$ cat src/rtl/regfile_sched_pkg.sv
// Shared types and constants for the register-file write-port scheduler.
// Optional starvation guard is enabled by defining REGFILE_SCHED_STARVE_EN.
package regfile_sched_pkg;

    localparam int          REG_AW   = 5;
    localparam int          DATA_W   = 32;
    localparam logic [4:0]  ZERO_REG = 5'd0;

    // One pending register-file write.
    typedef struct packed {
        logic [REG_AW-1:0] addr;
        logic [DATA_W-1:0] data;
    } wr_req_t;

    // Which writer owns the write port in a given cycle.
    typedef enum logic [1:0] {
        SRC_NONE = 2'd0,
        SRC_WB   = 2'd1,
        SRC_MD   = 2'd2
    } src_sel_t;

endpackage

$ cat src/rtl/regfile_sched_fifo.sv
// DEPTH-entry synchronous FIFO holding mul/div results awaiting the write port.
// No fall-through: a pushed entry becomes visible at dout the following cycle.
module regfile_sched_fifo
    import regfile_sched_pkg::*;
#(
    parameter int DEPTH = 4
) (
    input  logic                     clk,
    input  logic                     rst_n,
    input  logic                     push,
    input  logic                     pop,
    input  wr_req_t                  din,
    output wr_req_t                  dout,
    output logic                     full,
    output logic                     empty,
    output logic [$clog2(DEPTH):0]   level
);

    localparam int PW = $clog2(DEPTH);

    wr_req_t          mem [DEPTH];
    logic [PW-1:0]    wr_ptr;
    logic [PW-1:0]    rd_ptr;
    logic             do_push;
    logic             do_pop;

    assign full    = (level == (PW+1)'(DEPTH));
    assign empty   = (level == '0);
    assign do_push = push && !full;
    assign do_pop  = pop && !empty;
    assign dout    = mem[rd_ptr];

    // Storage array; contents need no reset because level gates visibility.
    always_ff @(posedge clk) begin
        if (do_push) begin
            mem[wr_ptr] <= din;
        end
    end

    // Pointers wrap naturally modulo DEPTH (power of two); level tracks occupancy.
    always_ff @(posedge clk or negedge rst_n) begin
        if (!rst_n) begin
            wr_ptr <= '0;
            rd_ptr <= '0;
            level  <= '0;
        end else begin
            if (do_push) wr_ptr <= wr_ptr + 1'b1;
            if (do_pop)  rd_ptr <= rd_ptr + 1'b1;
            case ({do_push, do_pop})
                2'b10:   level <= level + 1'b1;
                2'b01:   level <= level - 1'b1;
                default: level <= level;
            endcase
        end
    end

endmodule

$ cat src/rtl/regfile_wr_sched.sv
// Write-port scheduler: arbitrates WB (priority) against queued mul/div results,
// registers the single register-file write, and keeps a busy scoreboard of
// outstanding mul/div destinations for RAW stall checks in decode.
// Define REGFILE_SCHED_STARVE_EN to bound how long WB may starve the MD queue.
//
// Handshakes: a transfer happens on a rising clk edge where valid && ready are
// both high; ready never depends on same-cycle valid, and a requester must hold
// valid and its payload stable until that edge.
module regfile_wr_sched
    import regfile_sched_pkg::*;
#(
    parameter int DEPTH        = 4,
    parameter int STARVE_LIMIT = 8
) (
    input  logic                       clk,
    input  logic                       rst_n,
    input  logic                       wb_valid,
    output logic                       wb_ready,
    input  logic [REG_AW-1:0]          wb_addr,
    input  logic [DATA_W-1:0]          wb_data,
    input  logic                       md_reserve,
    input  logic [REG_AW-1:0]          md_reserve_addr,
    input  logic                       md_valid,
    output logic                       md_ready,
    input  logic [REG_AW-1:0]          md_addr,
    input  logic [DATA_W-1:0]          md_data,
    output logic                       rf_we,
    output logic [REG_AW-1:0]          rf_waddr,
    output logic [DATA_W-1:0]          rf_wdata,
    input  logic [REG_AW-1:0]          qry_addr1,
    input  logic [REG_AW-1:0]          qry_addr2,
    output logic                       qry_busy1,
    output logic                       qry_busy2,
    output logic [$clog2(DEPTH):0]     fifo_level,
    output logic                       sb_err
);

    wr_req_t    md_req;
    wr_req_t    head;
    logic       fifo_full;
    logic       fifo_empty;
    logic       push;
    logic       pop;
    src_sel_t   sel;
    logic [31:0] sb;
    logic [31:0] sb_next;
    logic       resv_conflict;

    assign md_req.addr = md_addr;
    assign md_req.data = md_data;

    // Ready comes only from the registered level, so a full FIFO that pops
    // still refuses a push in that same cycle.
    assign md_ready = !fifo_full;
    assign push     = md_valid && md_ready;
    assign pop      = (sel == SRC_MD);

    regfile_sched_fifo #(
        .DEPTH (DEPTH)
    ) u_fifo (
        .clk   (clk),
        .rst_n (rst_n),
        .push  (push),
        .pop   (pop),
        .din   (md_req),
        .dout  (head),
        .full  (fifo_full),
        .empty (fifo_empty),
        .level (fifo_level)
    );

`ifdef REGFILE_SCHED_STARVE_EN
    localparam int SW = $clog2(STARVE_LIMIT + 1);

    logic [SW-1:0] starve_cnt;

    // Withholding wb_ready for one cycle hands the port to the FIFO head.
    assign wb_ready = (starve_cnt != SW'(STARVE_LIMIT));

    // Count consecutive cycles a non-empty queue is passed over.
    always_ff @(posedge clk or negedge rst_n) begin
        if (!rst_n) begin
            starve_cnt <= '0;
        end else if (fifo_empty || pop) begin
            starve_cnt <= '0;
        end else begin
            starve_cnt <= starve_cnt + 1'b1;
        end
    end
`else
    logic unused_starve_cfg;
    assign unused_starve_cfg = ^STARVE_LIMIT;
    assign wb_ready          = 1'b1;
`endif

    // One winner per cycle: accepted WB first, otherwise the FIFO head.
    always_comb begin
        sel = SRC_NONE;
        if (wb_valid && wb_ready) begin
            sel = SRC_WB;
        end else if (!fifo_empty) begin
            sel = SRC_MD;
        end
    end

    // Registered write port; writes to r0 complete the handshake but never assert rf_we.
    always_ff @(posedge clk or negedge rst_n) begin
        if (!rst_n) begin
            rf_we    <= 1'b0;
            rf_waddr <= '0;
            rf_wdata <= '0;
        end else begin
            case (sel)
                SRC_WB: begin
                    rf_we    <= (wb_addr != ZERO_REG);
                    rf_waddr <= wb_addr;
                    rf_wdata <= wb_data;
                end
                SRC_MD: begin
                    rf_we    <= (head.addr != ZERO_REG);
                    rf_waddr <= head.addr;
                    rf_wdata <= head.data;
                end
                default: begin
                    rf_we    <= 1'b0;
                end
            endcase
        end
    end

    // Scoreboard next state: issue clears, reserve sets, and set wins on a tie.
    always_comb begin
        sb_next = sb;
        if (pop && (head.addr != ZERO_REG)) begin
            sb_next[head.addr] = 1'b0;
        end
        if (md_reserve && (md_reserve_addr != ZERO_REG)) begin
            sb_next[md_reserve_addr] = 1'b1;
        end
    end

    assign resv_conflict = md_reserve && (md_reserve_addr != ZERO_REG) && sb[md_reserve_addr];

    // Scoreboard register and sticky double-reservation flag.
    always_ff @(posedge clk or negedge rst_n) begin
        if (!rst_n) begin
            sb     <= '0;
            sb_err <= 1'b0;
        end else begin
            sb <= sb_next;
            if (resv_conflict) begin
                sb_err <= 1'b1;
            end
        end
    end

    assign qry_busy1 = sb[qry_addr1];
    assign qry_busy2 = sb[qry_addr2];

endmodule

$ cat config.mk
export PLATFORM = sky130hd
export DESIGN_NAME = regfile_wr_sched
export DESIGN_NICKNAME = d
export VERILOG_FILES = /design/src/rtl/regfile_sched_pkg.sv /design/src/rtl/regfile_sched_fifo.sv /design/src/rtl/regfile_wr_sched.sv
export SDC_FILE = /design/constraint.sdc
export NUM_CORES = 1
export LEC_CHECK = 0
export ABC_AREA = 1
export BUFFER_PORTS_ARGS = -buffer_cell sky130_fd_sc_hd__buf_2
export CAP_MARGIN = 20
export CELL_PAD_IN_SITES_DETAIL_PLACEMENT = 0
export CELL_PAD_IN_SITES_GLOBAL_PLACEMENT = 1
export CORE_ASPECT_RATIO = 1.2
export CORE_MARGIN = 1.5
export CORE_UTILIZATION = 48
export CTS_CLUSTER_DIAMETER = 150
export CTS_CLUSTER_SIZE = 8
export DETAILED_ROUTE_END_ITERATION = 16
export PLACE_DENSITY_LB_ADDON = 0.1
export SLEW_MARGIN = 10
export SYNTH_ARGS = -nofsm -noshare
export SYNTH_HDL_FRONTEND = slang
export SYNTH_HIERARCHICAL = 1
export SYNTH_SLANG_ARGS = --single-unit
$ cat constraint.sdc
create_clock -name clk -period 5 [get_ports clk]
set_clock_uncertainty 0.2 [all_clocks]
set_input_delay 0.25 -clock clk [delete_from_list [all_inputs] [get_ports clk]]
set_output_delay 0.25 -clock clk [all_outputs]
set_load 0.01 [all_outputs]
==> results of run 1 <==
==> final timing paths <==
path,start,to,slack (ps),depth (start not counted)
max reg2reg,u_fifo/rd_ptr[1],sb[8],2000,9
min in group clk,md_reserve_addr[1],sb[24],100,4
max in group asynchronous,rst_n,rf_wdata[21],3560,3
min,rst_n,rf_wdata[29],30,2
min reg2reg,sb_err,sb_err,270,2
max,u_fifo/rd_ptr[1],sb[8],2000,9
==> worst register-to-register path, cell delays in order, from the launching register on <==
cell and delay [ps]:
dfrtp_1 350, buf_4 280, inv_1 800, o211ai_1 190, nand2_1 220, inv_1 120
nand2_1 110, nand4_1 250, o21ai_0 230, o21ai_0 120
==> cell type report <==
| cell class | count | area (µm²) |
|---|---|---|
| Multi-Input combinational cell | 665 | 3200 |
| Clock buffer | 57 | 958 |
| Timing Repair Buffer | 231 | 1600 |
| Tap cell | 270 | 338 |
| Inverter | 132 | 498 |
| Clock inverter | 3 | 41.3 |
| Fill cell | 1790 | 8090 |
| Sequential cell | 226 | 6400 |
==> report_power, final <==
part	internal (µW)	switching, µW	leakage (µW)
registers	2560	307	0.00229
logic	743	1500	0.00306
clock network	1300	773	0.000475
==> routing by layer <==
metal / wire length [µm] / track usage / share of wire
met1: 10900 / 0.290 / 0.41
met2: 14000 / 0.440 / 0.53
met3: 1060 / 0.0377 / 0.040
met4: 515 / 0.0703 / 0.019
met5: 0 / 0 / 0
==> placed cells by master, fill, tap and decap left out, drive strengths merged, types with 5 or more instances in the layout <==
| cell type | Yosys | final |
|---|---|---|
| o21ai | 71 | 71 |
| nand2 | 381 | 381 |
| edfxtp | 148 | 148 |
| buf | 41 | 148 |
| a22oi | 20 | 20 |
| ha | 5 | 5 |
| nor2 | 10 | 10 |
| a21oi | 7 | 7 |
| inv | 131 | 131 |
| clkbuf | 9 | 57 |
| dlygate4sd3 | 0 | 83 |
| nand3 | 79 | 79 |
| nor3 | 7 | 7 |
| o31ai | 5 | 5 |
| o211ai | 74 | 74 |
| dfrtp | 78 | 78 |
==> metrics by stage <==
step                      hold slack, ps  instances  setup WS [ps]
after floorplan                     -246       1073           1780
after CTS                           24.8       1584           1960
after global routing                65.9       1584           1730
after global placement              6.35       1441           2030
final                               34.6       1584           2000
after detailed placement            9.24       1441           1970
==> sequential cells by signal, indices dropped and copies added (netlist names) <==
register,count
sb_err,1
u_fifo/level,3
u_fifo/rd_ptr,2
u_fifo/wr_ptr,2
sb,32
u_fifo/mem,148
rf_we,1
rf_wdata,32
rf_waddr,5
==> cell families (layout without fill, tap and decap cells) <==
group,count (synthesis),after routing,share of synthesized area
xor+xnor,1,1,0.000842
other cells,1,1,0.000360
fa+ha+maj,6,6,0.00794
buf+inv,182,423,0.0808
compound gates,178,178,0.110
flops,226,226,0.615
simple gates,479,479,0.185
==> results.py, run 1 <==
metrics = {
    "floorplanning": {
        "coreArea_um2": 21100,
        "ios": 140,
        "die_w_um": 137,
        "die_area_um2": 22600,
        "start_util": 0.493,
        "die_h_um": 164,
        "rows": 58,
    },
    "clock_tree": {
        "cts.sinks": 226,
        "cts_buffers": 34,
        "hold_buffers": 83,
        "cts_resized": 0,
        "cts_tree": "yes",
        "cts_buffer_depth": 3,
        "clk_pin_slew_ps": 50,
        "cts_setup_buffers": 0,
        "cts_max_level": 2,
        "clk_latency_ps": 490,
        "clock-root-buffer": "clkbuf_16",
    },
    "cells_and_area": {
        "stdcell_area_um2": 13000,
        "finish.utilization": 0.617,
        "nets": 1390,
        "diodes": 0,
        "layout-drive-gt1-share": 0.151,
        "layout-area-overhead-vs-synth_pct": 25.2,
    },
    "timing": {
        "hold_viol": 0,
        "worst_pin_slew_ps": 1050,
        "setup_viol": 0,
        "period_needed_ps": 3000,
        "slew_headroom": 0.298,
        "post-route-period-util": 0.601,
        "clock.fmax_ghz": 0.333,
        "drv_slew": 0,
        "tns_ps": 0,
        "rsz0062_at_grt": "no",
    },
    "routing": {
        "drtIter0Drc": 497,
        "drt_wl_total_um": 26500,
        "drc_errors": 0,
        "wl_per_cell_um": 16.7,
        "vias_per_cell": 5.17,
        "first_pass_iters": 5,
        "ant_nets": 0,
        "vias": 8189,
    },
    "logic_synthesis": {
        "synth_top_cell_area_share": 0.427,
        "yosys_warnings": 6,
        "syn-mean-instance-area_um2": 9.69,
        "synthDistinctLibCells": 28,
        "async_flop_share": 0.345,
        "synth_area_leaders": "edfxtp_1, dfrtp_1, nand2_1",
        "ys_seq_area_frac": 0.615,
        "syn_area_um2": 10400,
        "ys_ff_latch": 226,
        "syn_inst": 1073,
        "synth_commonest_cells": "nand2_1, edfxtp_1, inv_1, nand3_1, dfrtp_1",
        "synth_nets": 1173,
        "synth_area_leader_cell": "edfxtp_1",
        "synth-edff-count": 148,
        "yosysMostFrequentCell": "nand2_1",
        "yosys_most_used_dff": "edfxtp_1",
    },
    "placement": {
        "dp_hpwl_um": 17100,
        "gp_congestion": 0.799,
        "port_buffers": 138,
        "placed_area_um2": 11200,
    },
    "power_and_ir_drop": {
        "power_uw": 7190,
        "power_density_nw_per_um2": 552,
        "ir_drop_v": 0.000367,
        "p_leak_uw": 0.00583,
    },
    "setup_path": {
        "worst-path-buf-inv": 3,
        "path_class": "flop to flop",
        "critPathLaunchType": "flop",
        "path_cells": "buf_4 -> inv_1 -> o211ai_1 -> nand2_1 -> inv_1 -> nand2_1 -> nand4_1 -> o21ai_0 -> o21ai_0",
        "path_max_fanout": 39,
        "critPathCaptureType": "flop",
        "cp_top_family": "buffers and inverters",
        "arrival_ps": 3160,
        "required_ps": 5150,
        "slowest_delay_ps": 790,
        "slowest_stage": "inv_1",
    },
    "run": {
        "max_cap_viol_count": 0,
    },
    "grt": {
        "antenna_found_initial": 0,
        "grt_pass1_vias": 7908,
        "overflow": 0,
        "grt_pass1_wl_um": 41300,
        "grt_util_all_layers": 0.241,
        "grt_start_max_net_pins": 78,
    },
    "run_status": {
        "outcome": "completed",
    },
    "worst_hold_path": {
        "hold_path_class": "primary input to asynchronous set/reset pin",
    },
}
No activity file was read; power rests on OpenSTA's default activity.
==> inputs of run 2 (changes only) <==
--- a/config.mk
+++ b/config.mk
@@ -12,7 +12,7 @@
 export CELL_PAD_IN_SITES_GLOBAL_PLACEMENT = 1
 export CORE_ASPECT_RATIO = 1.2
 export CORE_MARGIN = 1.5
-export CORE_UTILIZATION = 48
+export CORE_UTILIZATION = 45
 export CTS_CLUSTER_DIAMETER = 150
 export CTS_CLUSTER_SIZE = 8
 export DETAILED_ROUTE_END_ITERATION = 16
==> constraint.sdc (replaced) <==
create_clock -name clk -period 2.9 [get_ports clk]
set_clock_uncertainty 0.2 [all_clocks]
set_input_delay 0.145 -clock clk [delete_from_list [all_inputs] [get_ports clk]]
set_output_delay 0.145 -clock clk [all_outputs]
set_load 0.01 [all_outputs]
==> run 2 against run 1 <==
Effect of this change: power rose by 74%; routed wire length grew 1.6%; count of clock-buffer cells in the layout shrank 2; clock power rose by 72%; die area rose by 6.5%; register-to-register slack got worse by 1700 ps; critical path depth did not move; sequential share of layout area fell by 0.65 points; critical path type unchanged; critical endpoint is now rf_we.
==> results.py, run 2 (synthesized netlist as in run 1, its figures left out) <==
metrics = {
    "power_and_ir_drop": {
        "p_leak_uw": 0.00590,
        "power_density_nw_per_um2": 946,
        "ir_drop_v": 0.000579,
        "power_uw": 12500,
    },
    "timing": {
        "setup_viol": 0,
        "post-route-period-util": 0.912,
        "period_needed_ps": 2640,
        "hold_viol": 0,
        "clock.fmax_ghz": 0.378,
        "holdWs_ps": 23.0,
        "drv_slew": 0,
        "worst_slack_ps": 256,
        "worst_pin_slew_ps": 624,
        "slew_headroom": 0.584,
        "rsz0062_at_grt": "no",
    },
    "run": {
        "max_cap_viol_count": 0,
    },
    "clock_tree": {
        "cts_buffer_depth": 3,
        "cts.sinks": 226,
        "cts_tree": "yes",
        "cts_buffers": 34,
        "clk_pin_slew_ps": 50,
        "clock-root-buffer": "clkbuf_16",
        "cts_max_level": 2,
        "clk_latency_ps": 500,
    },
    "cells_and_area": {
        "final_common_cell": "nand2_1",
        "nets": 1403,
        "final_cell_mix": "nand2_1, edfxtp_1, buf_2",
        "top_register": "u_fifo/mem",
        "fin_cells": 1604,
        "layout-area-overhead-vs-synth_pct": 26.9,
        "largestRegisters": "u_fifo/mem: 148 flops, rf_wdata: 32 flops, sb: 32 flops",
        "diodes": 0,
        "layout-drive-gt1-share": 0.155,
        "largest_reg_flops": 148,
    },
    "grt": {
        "grt_pass1_wl_um": 42800,
        "grt_start_max_net_pins": 65,
        "grt_util_all_layers": 0.231,
        "antenna_found_initial": 1,
        "grt_pass1_vias": 8056,
        "overflow": 0,
    },
    "floorplanning": {
        "die_w_um": 142,
        "coreArea_um2": 22500,
        "die_area_um2": 24000,
        "rows": 60,
        "ios": 140,
        "start_util": 0.462,
        "die_h_um": 170,
    },
    "placement": {
        "dp_hpwl_um": 17400,
        "port_buffers": 138,
        "gp_congestion": 0.828,
        "dp_worst_setup_slack_ps": 698,
        "place_inst": 1457,
    },
    "run_status": {
        "outcome": "completed",
    },
    "setup_path": {
        "critPathLaunchType": "flop",
        "critPathCaptureType": "flop",
        "arrival_ps": 2810,
        "path_max_fanout": 39,
        "required_ps": 3070,
        "path_class": "flop to flop",
    },
    "worst_hold_path": {
        "hold_path_class": "primary input to flop",
    },
    "routing": {
        "drtIter0Drc": 528,
        "drc_errors": 0,
        "wl_per_cell_um": 16.8,
        "first_pass_iters": 7,
        "drt_wl_total_um": 26900,
        "ant_nets": 0,
        "vias": 8256,
        "vias_per_cell": 5.15,
    },
}
-- run 2: changes by cell type in the layout (fill, tap and decap cells not counted), sizes merged --
cell / previous run / this run
dlygate4sd3: 83 / 88
clkbuf: 57 / 55
inv: 131 / 133
buf: 148 / 156
clkinv: 4 / 2
-- run 2: cell type report --
cell class | count | area [µm²]
clock buffer | 55 | 951
clock inverter | 3 | 37.5
fill | 1954 | 9320
inverter | 132 | 500
multi-input combinational | 665 | 3200
sequential | 226 | 6400
tap | 279 | 349
timing repair buffer | 244 | 1770
-- run 2: power by group --
group | internal (µW) | leakage (µW) | total [µW] | switching [µW]
clock network | 2240 | 0.000473 | 3580 | 1340
registers | 4400 | 0.00229 | 4940 | 535
logic | 1370 | 0.00313 | 3980 | 2610
-- run 2: critical path, stage by stage (launching register included) --
cell and delay [ps]:
dfrtp_1 430, inv_6 230, nand2_1 80, o211ai_1 90, nand2_1 190, nor2_1 170, nand2_1 100, o21ai_0 320
nand3_1 120, dlygate4sd3_1 570
-- run 2: metrics by stage --
step	setup TNS (ps)	utilization	instance area (µm²)
after floorplan	-47260	-	10400
after global placement	0	0.502	11300
after detailed placement	0	0.502	11300
after CTS	0	0.586	13200
after global routing	0	0.586	13200
final	0	0.586	13200
-- run 2: final timing paths --
kind	from	to	slack (ps)	depth (start not counted)
max	u_fifo/rd_ptr[0]	rf_we	260	9
min	md_reserve_addr[1]	sb[24]	20	4
max reg2reg	u_fifo/rd_ptr[0]	rf_we	260	9
min reg2reg	sb[0]	sb[0]	260	0
max in group asynchronous	rst_n	rf_wdata[7]	1560	4
min in group asynchronous	rst_n	sb[7]	380	3
-- run 2: repair_timing --
action,in CTS,in global routing
buffers inserted,0,0
resized for setup,0,1
endpoints found under the setup margin,0,1
endpoints found under the hold margin,293,0
hold buffers,89,0
-- run 2: routing by layer --
metal | GRT usage | routed length (µm)
met1 | 0.297 | 11600
met2 | 0.398 | 13400
met3 | 0.0409 | 1370
met4 | 0.0717 | 564
met5 | 0 | 11
==> inputs of run 3 (changes only) <==
--- a/config.mk
+++ b/config.mk
@@ -11,12 +11,12 @@
 export CELL_PAD_IN_SITES_DETAIL_PLACEMENT = 0
 export CELL_PAD_IN_SITES_GLOBAL_PLACEMENT = 1
 export CORE_ASPECT_RATIO = 1.2
-export CORE_MARGIN = 1.5
 export CORE_UTILIZATION = 45
 export CTS_CLUSTER_DIAMETER = 150
 export CTS_CLUSTER_SIZE = 8
 export DETAILED_ROUTE_END_ITERATION = 16
 export PLACE_DENSITY_LB_ADDON = 0.1
+export SETUP_SLACK_MARGIN = 0.2
 export SLEW_MARGIN = 10
 export SYNTH_ARGS = -nofsm -noshare
 export SYNTH_HDL_FRONTEND = slang
==> constraint.sdc (replaced) <==
create_clock -name clk -period 2.57 [get_ports clk]
set_clock_uncertainty 0.2 [all_clocks]
set_input_delay 0.1285 -clock clk [delete_from_list [all_inputs] [get_ports clk]]
set_output_delay 0.1285 -clock clk [all_outputs]
set_load 0.01 [all_outputs]
==> run 3 against run 2 <==
Effect of this change: critical path depth shrank 1; non-clock buffer count grew 3; critical endpoint is now rf_wdata[10]; global-route usage grew 0.38 points; highest routed layer is now met4; flip-flop and latch count is the same; register-to-register slack gained 50 ps; fmax grew 17%; sequential power grew 16%.
==> results.py, run 3 (synthesized netlist as in run 1, its figures left out) <==
metrics = {
    "cells_and_area": {
        "largestRegisters": "u_fifo/mem: 148 flops, rf_wdata: 32 flops, sb: 32 flops",
        "final_common_cell": "nand2_1",
        "stdcell_area_um2": 13300,
        "largest_reg_flops": 148,
        "nets": 1406,
        "top_register": "u_fifo/mem",
        "layout-drive-gt1-share": 0.157,
        "diodes": 0,
        "final_cell_mix": "nand2_1, edfxtp_1, buf_2",
        "layout-area-overhead-vs-synth_pct": 28.1,
    },
    "setup_path": {
        "critPathLaunchType": "flop",
        "path_max_fanout": 72,
        "critPathCapture": "rf_wdata[10]",
        "critical_path.startpoint": "u_fifo/rd_ptr[0]",
        "r2r_setup_slack_ps": 310,
        "ff2ff_path_depth": 8,
        "critPathCaptureType": "flop",
        "r2r-start": "u_fifo/rd_ptr[0]",
        "cpMostUsedCell": "nand2_1",
        "path_cells": "inv_6 -> buf_16 -> nand2_1 -> o211ai_1 -> nand2_1 -> nand2_1 -> nand3_1 -> dlygate4sd3_1",
        "arrival_ps": 2440,
        "slowest_delay_ps": 550,
        "required_ps": 2750,
        "worstReg2RegEnd": "rf_wdata[10]",
        "path_class": "flop to flop",
        "slowest_stage": "dlygate4sd3_1",
    },
    "clock_tree": {
        "cts_tree": "yes",
        "clk_pin_slew_ps": 50,
        "cts.sinks": 226,
        "cts_max_level": 2,
        "clk_latency_ps": 510,
        "cts_buffer_depth": 3,
        "cts_setup_buffers": 0,
        "cts_buffers": 34,
        "clock-root-buffer": "clkbuf_16",
    },
    "grt": {
        "grt_use_met1": 0.299,
        "use_met3": 0.0317,
        "grt_start_max_net_pins": 73,
        "grt_util_all_layers": 0.235,
        "overflow": 0,
        "grt_pass1_vias": 7871,
        "top_usage_layer": "met2",
        "use_met2": 0.403,
        "antenna_found_initial": 0,
        "grt_pass1_wl_um": 42400,
    },
    "power_and_ir_drop": {
        "ir_drop_v": 0.000692,
        "p_leak_uw": 0.00595,
        "power_uw": 14400,
        "power_density_nw_per_um2": 1080,
    },
    "floorplanning": {
        "start_util": 0.462,
        "die_w_um": 141,
        "die_h_um": 169,
        "ios": 140,
        "coreArea_um2": 22500,
        "die_area_um2": 23700,
        "rows": 60,
    },
    "routing": {
        "drc_errors": 0,
        "ant_nets": 0,
        "vias_per_cell": 5.14,
        "drt_wl_total_um": 27500,
        "drtIter0Drc": 436,
        "vias": 8259,
        "first_pass_iters": 6,
        "wl_per_cell_um": 17.1,
    },
    "timing": {
        "drv_slew": 0,
        "tns_ps": 0,
        "clock.fmax_ghz": 0.442,
        "period_needed_ps": 2260,
        "hold_viol": 0,
        "setup_viol": 0,
        "rsz0062_at_grt": "yes",
        "post-route-period-util": 0.880,
        "holdWs_ps": 168,
    },
    "placement": {
        "dp_hpwl_um": 17000,
        "gp_congestion": 0.894,
        "port_buffers": 138,
        "placed_area_um2": 11400,
    },
    "run_status": {
        "outcome": "completed",
    },
    "worst_hold_path": {
        "hold_path_class": "primary input to flop",
    },
    "run": {
        "max_cap_viol_count": 0,
    },
}
-- run 3: metrics by stage --
| stage | instances | setup slack (ps) | utilization |
|---|---|---|---|
| floorplan | 1073 | -84.1 | - |
| finish | 1608 | 308 | 0.592 |
| CTS | 1607 | 221 | 0.590 |
| global route | 1608 | 138 | 0.592 |
| global placement | 1456 | 414 | 0.504 |
| detailed placement | 1456 | 357 | 0.504 |
-- run 3: worst max-delay path, delay by kind of cell, from the launching register on --
| kind | cells | cell delay (ps) |
|---|---|---|
| buf+inv | 3 | 1080 |
| flops | 1 | 430 |
| simple gates | 4 | 310 |
| compound gates | 1 | 90 |
-- run 3: report_power, final --
part	total [µW]	internal, µW	switching [µW]
clock network	4090	2500	1590
logic	4610	1660	2950
registers	5710	4960	748
total	14400	9120	5290
-- run 3: timing repair --
action	CTS	global route
endpoints found under the hold margin	298	0
gates resized for setup	0	7
hold buffers	92	0
endpoints found under the setup margin	0	21
-- run 3: how the worst min path moves through the flow --
stage | endpoint | start | cells past startpoint | slack (ps)
final | u_fifo/mem[1][10] | md_data[10] | 2 | 170
after detailed placement | u_fifo/wr_ptr[0] | rst_n | 1 | -40
after global placement | u_fifo/wr_ptr[0] | rst_n | 1 | -50
after floorplan | rf_waddr[0] | rst_n | 0 | -370
after CTS | u_fifo/mem[0][10] | md_data[10] | 2 | 150
after global routing | u_fifo/mem[3][8] | md_data[8] | 2 | 160
-- run 3: per-layer routing --
layer  part of all wire  wire length, µm  up-vias
met2               0.49            13500      211
met5                  0                0        -
met3              0.042             1160       53
met1               0.43            11900     3918
met4              0.033              911        0
li1                   -                -     4077
-- run 3: area by class of cell --
class                      instances  area [µm²]
fill                            1973        9190
sequential                       226        6400
multi-input combinational        665        3200
timing repair buffer             247        1880
clock buffer                      55         930
inverter                         132         505
tap                              279         349
clock inverter                     4        67.6
